## src/rtl/sid_pkg.sv

```systemverilog
// rtl/sid_pkg.sv - shared control-bit indices, noise LFSR constants and noise output mapping
package sid_pkg;

    localparam int CTRL_GATE  = 0;
    localparam int CTRL_SYNC  = 1;
    localparam int CTRL_RING  = 2;
    localparam int CTRL_TEST  = 3;
    localparam int CTRL_TRI   = 4;
    localparam int CTRL_SAW   = 5;
    localparam int CTRL_PULSE = 6;
    localparam int CTRL_NOISE = 7;

    localparam int          LFSR_W    = 23;
    localparam logic [22:0] LFSR_SEED = 23'h7FFFF8;
    localparam int          TAP_A     = 22;
    localparam int          TAP_B     = 17;

    // LFSR bits routed to noise[11:4], most significant first
    localparam int NOISE_BITS [8] = '{22, 20, 16, 13, 11, 7, 4, 2};

    typedef logic [11:0] sample_t;

    function automatic sample_t noise_map(input logic [22:0] s);
        sample_t r;
        r = '0;
        for (int i = 0; i < 8; i++) begin
            r[11-i] = s[NOISE_BITS[i]];
        end
        return r;
    endfunction

endpackage

```

## src/rtl/noise_lfsr.sv

```systemverilog
// rtl/noise_lfsr.sv - 23-bit noise LFSR advanced on each rising edge of accumulator bit 19
module noise_lfsr
    import sid_pkg::*;
(
    input  logic        clk,
    input  logic        rst,
    input  logic        test,
    input  logic        bit19,
    output logic [22:0] state
);

    logic bit19_prev;

    // Seed on reset or test; otherwise shift once per 0->1 transition of bit19.
    // The previous-bit register keeps tracking during test so a level held high
    // across test release is not mistaken for an edge.
    always_ff @(posedge clk) begin
        if (!rst) begin
            state      <= LFSR_SEED;
            bit19_prev <= 1'b0;
        end else begin
            bit19_prev <= bit19;
            if (test) begin
                state <= LFSR_SEED;
            end else if (bit19 && !bit19_prev) begin
                state <= {state[21:0], state[TAP_A] ^ state[TAP_B]};
            end
        end
    end

endmodule

```

## src/rtl/wave_gen.sv

```systemverilog
// rtl/wave_gen.sv - oscillator waveform selector/combiner; optional ring modulation via WAVE_GEN_RING_MOD_EN
module wave_gen
    import sid_pkg::*;
(
    input  logic        clk,
    input  logic        rst,
    input  logic [23:0] accIn,
    input  logic [7:0]  ctrl,
    input  logic [11:0] pw,
    input  logic        ringMsb,
    output logic [11:0] waveOut
);

    logic [22:0] lfsr_state;
    logic        tri_msb;
    sample_t     saw_w;
    sample_t     tri_w;
    sample_t     pulse_w;
    sample_t     noise_w;
    sample_t     wave_next;
    logic        any_sel;

`ifdef WAVE_GEN_RING_MOD_EN
    logic unused_ctrl;
    assign unused_ctrl = ^ctrl[CTRL_SYNC:CTRL_GATE];
`else
    logic unused_ctrl;
    assign unused_ctrl = ^{ctrl[CTRL_RING:CTRL_GATE], ringMsb};
`endif

    noise_lfsr u_noise (
        .clk   (clk),
        .rst   (rst),
        .test  (ctrl[CTRL_TEST]),
        .bit19 (accIn[19]),
        .state (lfsr_state)
    );

    // Build each waveform from the current phase and AND together the selected ones.
    // Noise uses the LFSR value before any shift happening on this same edge.
    always_comb begin
        tri_msb = accIn[23];
`ifdef WAVE_GEN_RING_MOD_EN
        if (ctrl[CTRL_RING]) begin
            tri_msb = accIn[23] ^ ringMsb;
        end
`endif
        saw_w   = accIn[23:12];
        tri_w   = tri_msb ? ~accIn[22:11] : accIn[22:11];
        pulse_w = ((accIn[23:12] >= pw) || ctrl[CTRL_TEST]) ? 12'hFFF : 12'h000;
        noise_w = noise_map(lfsr_state);

        wave_next = 12'hFFF;
        any_sel   = 1'b0;
        if (ctrl[CTRL_TRI]) begin
            wave_next = wave_next & tri_w;
            any_sel   = 1'b1;
        end
        if (ctrl[CTRL_SAW]) begin
            wave_next = wave_next & saw_w;
            any_sel   = 1'b1;
        end
        if (ctrl[CTRL_PULSE]) begin
            wave_next = wave_next & pulse_w;
            any_sel   = 1'b1;
        end
        if (ctrl[CTRL_NOISE]) begin
            wave_next = wave_next & noise_w;
            any_sel   = 1'b1;
        end
        if (!any_sel) begin
            wave_next = 12'h000;
        end
    end

    // Output sample register.
    always_ff @(posedge clk) begin
        if (!rst) begin
            waveOut <= 12'h000;
        end else begin
            waveOut <= wave_next;
        end
    end

endmodule

```

## config.mk

```make
export PLATFORM = sky130hd
export DESIGN_NAME = wave_gen
export DESIGN_NICKNAME = d
export VERILOG_FILES = /design/src/rtl/sid_pkg.sv /design/src/rtl/noise_lfsr.sv /design/src/rtl/wave_gen.sv
export SDC_FILE = /design/constraint.sdc
export NUM_CORES = 1
export LEC_CHECK = 0
export BUFFER_PORTS_ARGS = -buffer_cell sky130_fd_sc_hd__buf_4
export CAP_MARGIN = 20
export CORE_MARGIN = 2
export CORE_UTILIZATION = 52
export CTS_BUF_LIST = sky130_fd_sc_hd__clkbuf_8
export DETAILED_ROUTE_END_ITERATION = 10
export PLACE_DENSITY = 0.92
export SLEW_MARGIN = 20
export SYNTH_ARGS = -nofsm -noshare
export SYNTH_HDL_FRONTEND = slang
export SYNTH_SLANG_ARGS = --single-unit
```

## constraint.sdc

```tcl
create_clock -name clk -period 2.1 [get_ports clk]
set_input_delay 0.42 -clock clk [delete_from_list [all_inputs] [get_ports clk]]
set_output_delay 0.42 -clock clk [all_outputs]
set_load 0.05 [all_outputs]
```

# Word level (Yosys, flattened, before mapping)
# Index checks and enable logic that the tools add are counted.
# Widths: inputs -> output; s select.
dict set report classes {
  magnitude_cmp 1
  bitwise 6
  mux 10
  div 0
  n_reduce_logical 5
  n_eq_ne 0
  add_sub_neg 0
  shift 0
  mul 0
}
# op count
set ops {}
lappend ops {{$mux 12} 6}
lappend ops {{$and 12x12->12} 3}
lappend ops {{$ge 12x12->1} 1}
lappend ops {{$not 12->12} 1}
lappend ops {{$mux 1} 4}
lappend ops {{$reduce_and 2->1} 1}
lappend ops {{$reduce_or 2->1} 1}
lappend ops {{$logic_and 1x1->1} 1}
lappend ops {{$logic_not 1->1} 1}
lappend ops {{$logic_or 1x1->1} 1}
lappend ops {{$not 1->1} 1}
lappend ops {{$xor 1x1->1} 1}
dict set report totals {
  latch_bits 0
  rom_bits 0
  reg_bits 36
  memories 0
  in_bits 47
  ramBits 0
}

# Depth between registers and ports, before layout
# Gate-level depths: netlist of the first run.
dict set report depth {
  word_depth 9
  mapped_depth 8
}

# By module
# From an unflattened synthesis of the first run, not the netlist that was laid out.
dict set report hier_totals {
  hier_cells 208
  hier_area_um2 1722.9
}
# mod cells_per_inst area_each_um2 n_inst
set by_module_without_submodules {}
lappend by_module_without_submodules {wave_gen 103 877.1 1}
lappend by_module_without_submodules {noise_lfsr 105 845.8 1}

# Worst setup path before layout of the first run
# No wires, ideal clock.
dict set report synth_path {
  path_kind {input to register}
  startpoint {in pw[5]}
  endpoint {reg waveOut[11]}
  path_slack_ns 0.363
  n_path_buf 1
  arrival_time_ns 1.622
  stages 8
  setup_time_ns 0.115
  path_cell_list {inv_1 > ha_1 > a21oi_2 > o21ai_1 > a211o_1 > a31o_1 > buf_6 > and3_1}
}
dict set report synth_between {
  elab_chain_cells 7
}
# item line
set synth_rtl {}
lappend synth_rtl {{from (decl)} wave_gen.sv:9} ;# input logic [11:0] pw,
lappend synth_rtl {{$ge 12x12->1 *} wave_gen.sv:50} ;# pulse_w = ((accIn[23:12] >= pw) || ctrl[CTRL_TEST]) ? 12'hFFF : 12'h000;
lappend synth_rtl {{$logic_or 1x1->1 *} wave_gen.sv:50}
lappend synth_rtl {{$mux 12 *} wave_gen.sv:50}
lappend synth_rtl {{$and 12x12->12 *} wave_gen.sv:64} ;# wave_next = wave_next & pulse_w;
lappend synth_rtl {{$mux 12 *} wave_gen.sv:63} ;# if (ctrl[CTRL_PULSE]) begin
lappend synth_rtl {{$and 12x12->12} wave_gen.sv:68} ;# wave_next = wave_next & noise_w;
lappend synth_rtl {{$mux 12 *} wave_gen.sv:67} ;# if (ctrl[CTRL_NOISE]) begin
lappend synth_rtl {{to (signal assigned)} wave_gen.sv:81} ;# waveOut <= wave_next;
lappend synth_rtl {{to (decl)} wave_gen.sv:11} ;# output logic [11:0] waveOut
# Every way passes the cells marked *; elsewhere a longest branch is shown, timed or not.
# A chain may end at the register's enable or synchronous reset.

# Worst setup path in the final report of the first run
dict set report layout_path {
  startpoint {in accIn[17]}
  endpoint {reg waveOut[10]}
}
dict set report layout_between {
  elab_chain_cells 7
}
# item line
set layout_rtl {}
lappend layout_rtl {{from (decl)} wave_gen.sv:7} ;# input logic [23:0] accIn,
lappend layout_rtl {{$ge 12x12->1 *} wave_gen.sv:50}
lappend layout_rtl {{$logic_or 1x1->1 *} wave_gen.sv:50}
lappend layout_rtl {{$mux 12 *} wave_gen.sv:50}
lappend layout_rtl {{$and 12x12->12 *} wave_gen.sv:64}
lappend layout_rtl {{$mux 12 *} wave_gen.sv:63}
lappend layout_rtl {{$and 12x12->12} wave_gen.sv:68}
lappend layout_rtl {{$mux 12 *} wave_gen.sv:67}
# Marks and branches as above.

==> impl_metrics.csv, run 1 <==
group,metric,value,unit
cells_and_area,diodes,0,
timing,fin_crit_sh,80.53,%
synthesis,syn-num-nets,271,
setup_path,cp.arrival,1860,ps
power,p_leak,1.131,nW
placement,io_buffers,43,
timing,tns,0,ps
synthesis,synthSimpleGateAreaFrac,19.77,%
cts,post_cts_buffers,0,
synthesis,synth_compound_area_share,16.47,%
timing,period_minus_slack,1691,ps
cells_and_area,drive_above_1_share,22.83,%
drt,ant_nets,0,
synthesis,synth_xor_area_share,5.911,%
synthesis,ys_seq_area_share,40.53,%
grt,grt_antenna_before_repair,0,
timing,slew_violations,0,
cts,insertion_delay,280,ps
timing,setup_viol,0,
timing,fmax,591.3,MHz
placement,pre_cts_ws,123.1,ps
placement,post_dp_cell_area,2128,µm²
floorplan,die-area,3903,µm²
run,cap_violations,0,
setup_path,critPathKind,"in2reg",
grt,grt_max_degree,24,
floorplan,coreArea,3311,µm²
drt,drt-vias-per-instance,5.267,
grt,grt_pass1_wl,6382,µm
cells_and_area,layout.nets,313,
placement,gp_congestion,0.7967,
power,ir_worst_vdd,0.2668,mV
cells_and_area,fin_area,2225,µm²
setup_path,critPathLaunchType,"input pin",
synthesis,ys_ff_latch,36,
drt,route.detailed.drc,0,
synthesis,synth_fa_ha_area_share,8.445,%
cts,postCtsResizedCells,0,
setup_path,worstPathRequired,2270,ps
floorplan,fp.dieH,62.48,µm
hold_path,hold_path.class,"in2reg",
status,status,"complete, no violations",
timing,worst_pin_slew,445.2,ps
drt,dr.pass1.iters,4,
timing,holdWs,380.5,ps
cts,cts_buffers,5,
power,total_power,0.001573,W
timing,final.setup.worst_slack,408.8,ps
synthesis,synthCells,212,
synthesis,ys_warn_count,0,
timing,finalHoldViolations,0,
synthesis,ys_types,30,
timing,slew_headroom,70.25,%
cts,h-tree-depth,2,
grt,track_usage,20.46,%
cts,cts_tree,"yes",
synthesis,synth_top_family_by_area,"simple AND/OR/NAND/NOR gates",
drt,wl,3718,µm
floorplan,rows,21,
floorplan,initial_core_util,53.70,%
cts,cts-root-buf,"clkbuf_8",
cts,path_clk_slew,60,ps
timing,skew,2.041,ps
synthesis,synth_top_area_share,40.53,%
timing,rsz0062_at_grt,"no",
drt,vias,1580,
synthesis,synth.largest_area_cell,"dfxtp_1",
cts,cts_num_sinks,36,
drt,drt-initial-drc-count,74,
floorplan,dieWidth,62.48,µm
floorplan,num_io_pins,59,
synthesis,synthesis.area,1778,µm²
cells_and_area,syn_to_final_growth,25.12,%
cts,cts.path.max_buffers,2,
grt,grt_pass1_vias,1471,
grt,grt_overflow,0,
drt,routedWlPerCell,12.39,µm
synthesis,avgSynthCellArea,8.387,µm²
power,powerDensity,707.2,nW/µm²
cts,cts_hold_buf,0,
setup_path,cp-end-kind,"flop",
synthesis,synthMuxAreaShare,0,%
setup_path,worst-path-max-fanout,12,
synthesis,yosys-top-cells-area,"dfxtp_1 (41%), ha_1 (8.4%), nand2_1 (7.8%), xnor2_1 (5.9%), inv_1 (5.5%)",
placement,dp_hpwl,2859,µm
path summary, 6_finish.rpt:
kind	end	cells after the start	from	slack (ps)
max	waveOut[10]	7	accIn[17]	410
min	u_noise.bit19_prev	2	rst	380
max reg2reg	waveOut[11]	3	u_noise.state[22]	1120
min reg2reg	u_noise.state[1]	2	u_noise.state[0]	460
where the power goes:
group          internal [W]  switching (W)  total (W)  leakage [nW]
sequential         0.000716      0.0000121   0.000728         0.295
clock              0.000292       0.000216   0.000508        0.0503
combinational      0.000144       0.000193   0.000337         0.785
total               0.00115       0.000422    0.00157          1.13
state kept, by name, indices dropped and copies added, names as in the netlist:
register            count
u_noise.state          23
u_noise.bit19_prev      1
waveOut                12
critical path: stages:
cell and delay [ps]:
buf_4 120, ha_1 320, a21oi_2 130, o21ai_1 70
a211o_1 290, a31o_1 290, and3_2 230
stage by stage:
step / util (%) / instances
2_1_floorplan: - / 212
3_3_place_gp: 64.29 / 293
5_1_grt: 67.20 / 300
3_5_place_dp: 64.29 / 293
4_1_cts: 67.20 / 300
6_report: 67.20 / 300
cell type report:
class                      instances  area [µm²]
timing repair buffer              47       352.8
sequential                        36       720.7
inverter                          26       97.59
clock buffer                       7       96.34
multi-input combinational        138       899.6
tap                               46       57.56
fill                             299        1086
per-layer routing:
| layer | GRT usage (%) | up-vias | routed length, µm |
|---|---|---|---|
| met4 | 9.444 | 0 | 44 |
| met2 | 34.54 | 58 | 1853 |
| li1 | - | 800 | - |
| met5 | 0 | - | 0 |
| met3 | 5.045 | 4 | 271 |
| met1 | 24.46 | 718 | 1549 |
cells in the mapped netlist:
master / instances
o211ai_1: 13
buf_4: 1
nand3_1: 8
a21oi_2: 2
and3_2: 2
xnor2_1: 12
and3_1: 10
nor2b_1: 5
nand2b_1: 3
o21ai_0: 1
buf_2: 3
a311oi_1: 1
nor3b_1: 1
ha_1: 12
nor3_1: 1
a211o_1: 1
nand2_1: 37
and2_1: 1
nor2_1: 7
a222oi_1: 7
clkbuf_1: 7
a22oi_1: 1
inv_1: 26
a31o_1: 1
o21ai_1: 1
buf_6: 1
dfxtp_1: 36
a211oi_1: 1
o41a_1: 1
a21oi_1: 9
logic make-up after synthesis:
logic type      after synthesis
simple gates                 75
compound gates               39
buf+inv                      38
flops                        36
xor+xnor                     12
fa+ha+maj                    12
placed cells by master, fill, tap and decap left out, types with 2 or more instances in the layout:
cell type and count:
a21oi_1 9, nand2b_1 3, nor2b_1 5, o211ai_1 13, inv_1 26, a222oi_1 7, and3_1 10, nand3_1 8
nor2_1 7, clkbuf_8 7, ha_1 12, a21oi_2 2, xnor2_1 12, dfxtp_1 36, nand2_1 37, buf_4 47
and3_2 2
No activity file was read; power rests on OpenSTA's default activity.
==> inputs of run 2 (changes only) <==
--- a/config.mk
+++ b/config.mk
@@ -8,10 +8,10 @@
 export BUFFER_PORTS_ARGS = -buffer_cell sky130_fd_sc_hd__buf_4
 export CAP_MARGIN = 20
 export CORE_MARGIN = 2
-export CORE_UTILIZATION = 52
+export CORE_UTILIZATION = 47
 export CTS_BUF_LIST = sky130_fd_sc_hd__clkbuf_8
 export DETAILED_ROUTE_END_ITERATION = 10
-export PLACE_DENSITY = 0.92
+export PLACE_DENSITY = 0.88
 export SLEW_MARGIN = 20
 export SYNTH_ARGS = -nofsm -noshare
 export SYNTH_HDL_FRONTEND = slang
==> constraint.sdc (replaced) <==
create_clock -name clk -period 1.45 [get_ports clk]
set_input_delay 0.29 -clock clk [delete_from_list [all_inputs] [get_ports clk]]
set_output_delay 0.29 -clock clk [all_outputs]
set_load 0.05 [all_outputs]
==> run 2 against run 1 <==
Wire length increased by 18%. Combinational power increased by 72%. Total power increased by 64%. First-iteration DRC count increased by 95%. Clock power increased by 87%. Cell count increased by 6.7%. Setup slack got worse by 400 ps. Sequential power increased by 44%. Utilization increased by 0.58 points. Critical endpoint unchanged.
==> impl_metrics.csv, run 2 (synthesized netlist as in run 1, its figures left out) <==
group,metric,value,unit
status,status,"complete, no violations",
setup_path,cp_slowest_cell,"a211o_1",
power,p_int,0.001903,W
drt,dr.pass1.iters,6,
drt,vias,1671,
timing,slew_headroom,68.71,%
run,cap_violations,0,
floorplan,initial_core_util,48.56,%
drt,wl,4374,µm
power,total_power,0.002581,W
timing,tns,0,ps
drt,drt-vias-per-instance,5.222,
placement,gp_congestion,0.8339,
timing,holdWs,252.0,ps
power,powerDensity,1040,nW/µm²
setup_path,path_delay_family,"compound AO/OA/AOI/OAI gates",
setup_path,critPathKind,"in2reg",
setup_path,crit_path_max_incr_delay,340,ps
hold_path,holdPathEnd,"u_noise.bit19_prev",
power,ir_worst_vdd,0.5048,mV
drt,routedWlPerCell,13.67,µm
cts,h-tree-depth,2,
setup_path,r2r-start,"u_noise.state[22]",
hold_path,min_from,"rst",
grt,use_met2,36.10,%
cells_and_area,syn_to_final_growth,39.55,%
grt,grt_pass1_wl,6837,µm
setup_path,critPathLaunchType,"input pin",
cells_and_area,register_area,720.7,µm²
cells_and_area,layout_common_cells,"buf_4 (63), nand2_1 (36), dfxtp_1 (36)",
cells_and_area,largest-register,"u_noise.state",
setup_path,worst-path-max-fanout,6,
power,p_comb_share,22.4,%
timing,skew,7.391,ps
grt,grt_max_degree,24,
timing,period_minus_slack,1446,ps
setup_path,startpoint,"accIn[22]",
power,clkPwrFrac,36.7,%
cells_and_area,diodes,0,
grt,grt_pass1_vias,1596,
cells_and_area,top_regs,"u_noise.state: 23 flops, waveOut: 12 flops, u_noise.bit19_prev: 1 flops",
power,p_switching,0.0006773,W
setup_path,critPathBufInv,1,
cts,cts_num_sinks,36,
cells_and_area,final_common_cell,"buf_4",
timing,slew_violations,0,
setup_path,reg2reg_setup_slack,460,ps
cts,cts-root-buf,"clkbuf_8",
power,power_frac_seq,40.8,%
grt,grt_util_met3,4.452,%
cts,insertion_delay,290,ps
cts,cts_hold_buf,0,
timing,finalHoldViolations,0,
hold_path,hold_path_depth,2,
floorplan,coreArea,3661,µm²
hold_path,hold_path.class,"in2reg",
floorplan,die-area,4291,µm²
setup_path,worst_r2r_endpoint,"waveOut[11]",
power,swShare,26.25,%
floorplan,rows,22,
cells_and_area,multiInputGateArea,996.0,µm²
cts,path_clk_slew,70,ps
setup_path,worstPathRequired,1640,ps
cells_and_area,largest_reg_flops,23,
drt,ant_nets,0,
setup_path,ff2ff_path_depth,3,
cells_and_area,final_util,67.77,%
grt,grt_antenna_before_repair,0,
floorplan,dieWidth,65.51,µm
placement,io_buffers,43,
drt,route.detailed.drc,0,
timing,worst_pin_slew,468.3,ps
cells_and_area,drive_above_1_share,33.46,%
floorplan,fp.dieH,65.51,µm
timing,fin_crit_sh,99.72,%
setup_path,cp-end-kind,"flop",
cts,cts_buffers,5,
power,p_leak,1.223,nW
placement,dp_hpwl,3173,µm
cts,cts.path.max_buffers,2,
drt,drt-initial-drc-count,144,
cells_and_area,layout.nets,330,
grt,use_met1,24.25,%
cts,cts_tree,"yes",
setup_path,cp.arrival,1630,ps
cells_and_area,n_fill_cell,295,
grt,grt_overflow,0,
timing,setup_viol,0,
grt,busiest_layer,"met2",
floorplan,num_io_pins,59,
setup_path,path_cells,"buf_4 -> ha_1 -> nand2_2 -> nor2_2 -> a211o_1 -> a31o_4 -> and3_2",
cts,post_cts_buffers,0,
grt,track_usage,21.04,%
timing,fmax,691.6,MHz
run 2: changes by cell type in the layout (fill, tap and decap cells not counted), moves of 3 or more:
cell	delta
ha_4	+5
inv_4	+3
ha_1	-5
buf_4	+16
inv_1	-5
run 2: area by class of cell:
type / count / share of cell area (%)
clock inverter: 1 / 1.210
multi-input combinational: 139 / 40.14
tap: 48 / 2.421
clock buffer: 7 / 3.883
sequential: 36 / 29.05
inverter: 26 / 4.236
timing repair buffer: 63 / 19.06
run 2: power groups by stage:
stage / Combinational [W] / Clock (W) / Sequential (W)
6_report: 0.000579 / 0.000948 / 0.00105
3_3_place_gp: 0.000530 / 0 / 0.00108
5_1_grt: 0.000628 / 0.000999 / 0.00106
4_1_cts: 0.000554 / 0.000958 / 0.00105
3_5_place_dp: 0.000550 / 0 / 0.00108
2_1_floorplan: 0.000247 / 0 / 0.00116
run 2: worst max path at each step:
stage	to	slack (ps)	cells after the start
after floorplan	waveOut[11]	-70	7
after global placement	waveOut[10]	-260	7
after detailed placement	waveOut[10]	-300	7
after CTS	waveOut[10]	30	7
after global routing	waveOut[6]	-20	7
final	waveOut[10]	4	7
run 2: through the flow:
| step | std cells | setup slack [ps] | area [µm²] |
|---|---|---|---|
| 6_report | 320 | 4.027 | 2481 |
| 5_1_grt | 320 | -22.15 | 2481 |
| 4_1_cts | 319 | 33.43 | 2447 |
| 3_5_place_dp | 311 | -300.6 | 2321 |
| 3_3_place_gp | 311 | -264.7 | 2321 |
| 2_1_floorplan | 212 | -68.24 | 1848 |
run 2: worst reg2reg max path, stage by stage, from the launching register on:
cell and delay [ps]:
dfxtp_1 390, nor2b_1 70, a311oi_1 290, and3_1 190
run 2: what timing repair did:
item / 4_1_cts / 5_1_grt
gates resized for setup: 1 / 7
gates cloned: 0 / 1
pin swaps: 0 / 2
setup endpoints to repair: 1 / 11
run 2: metal layers:
layer  share of wire (%)  vias to the layer above
met5                   0                        -
met3                 5.8                       11
li1                    -                      833
met2                  50                       62
met1                  42                      765
met4                 2.9                        0
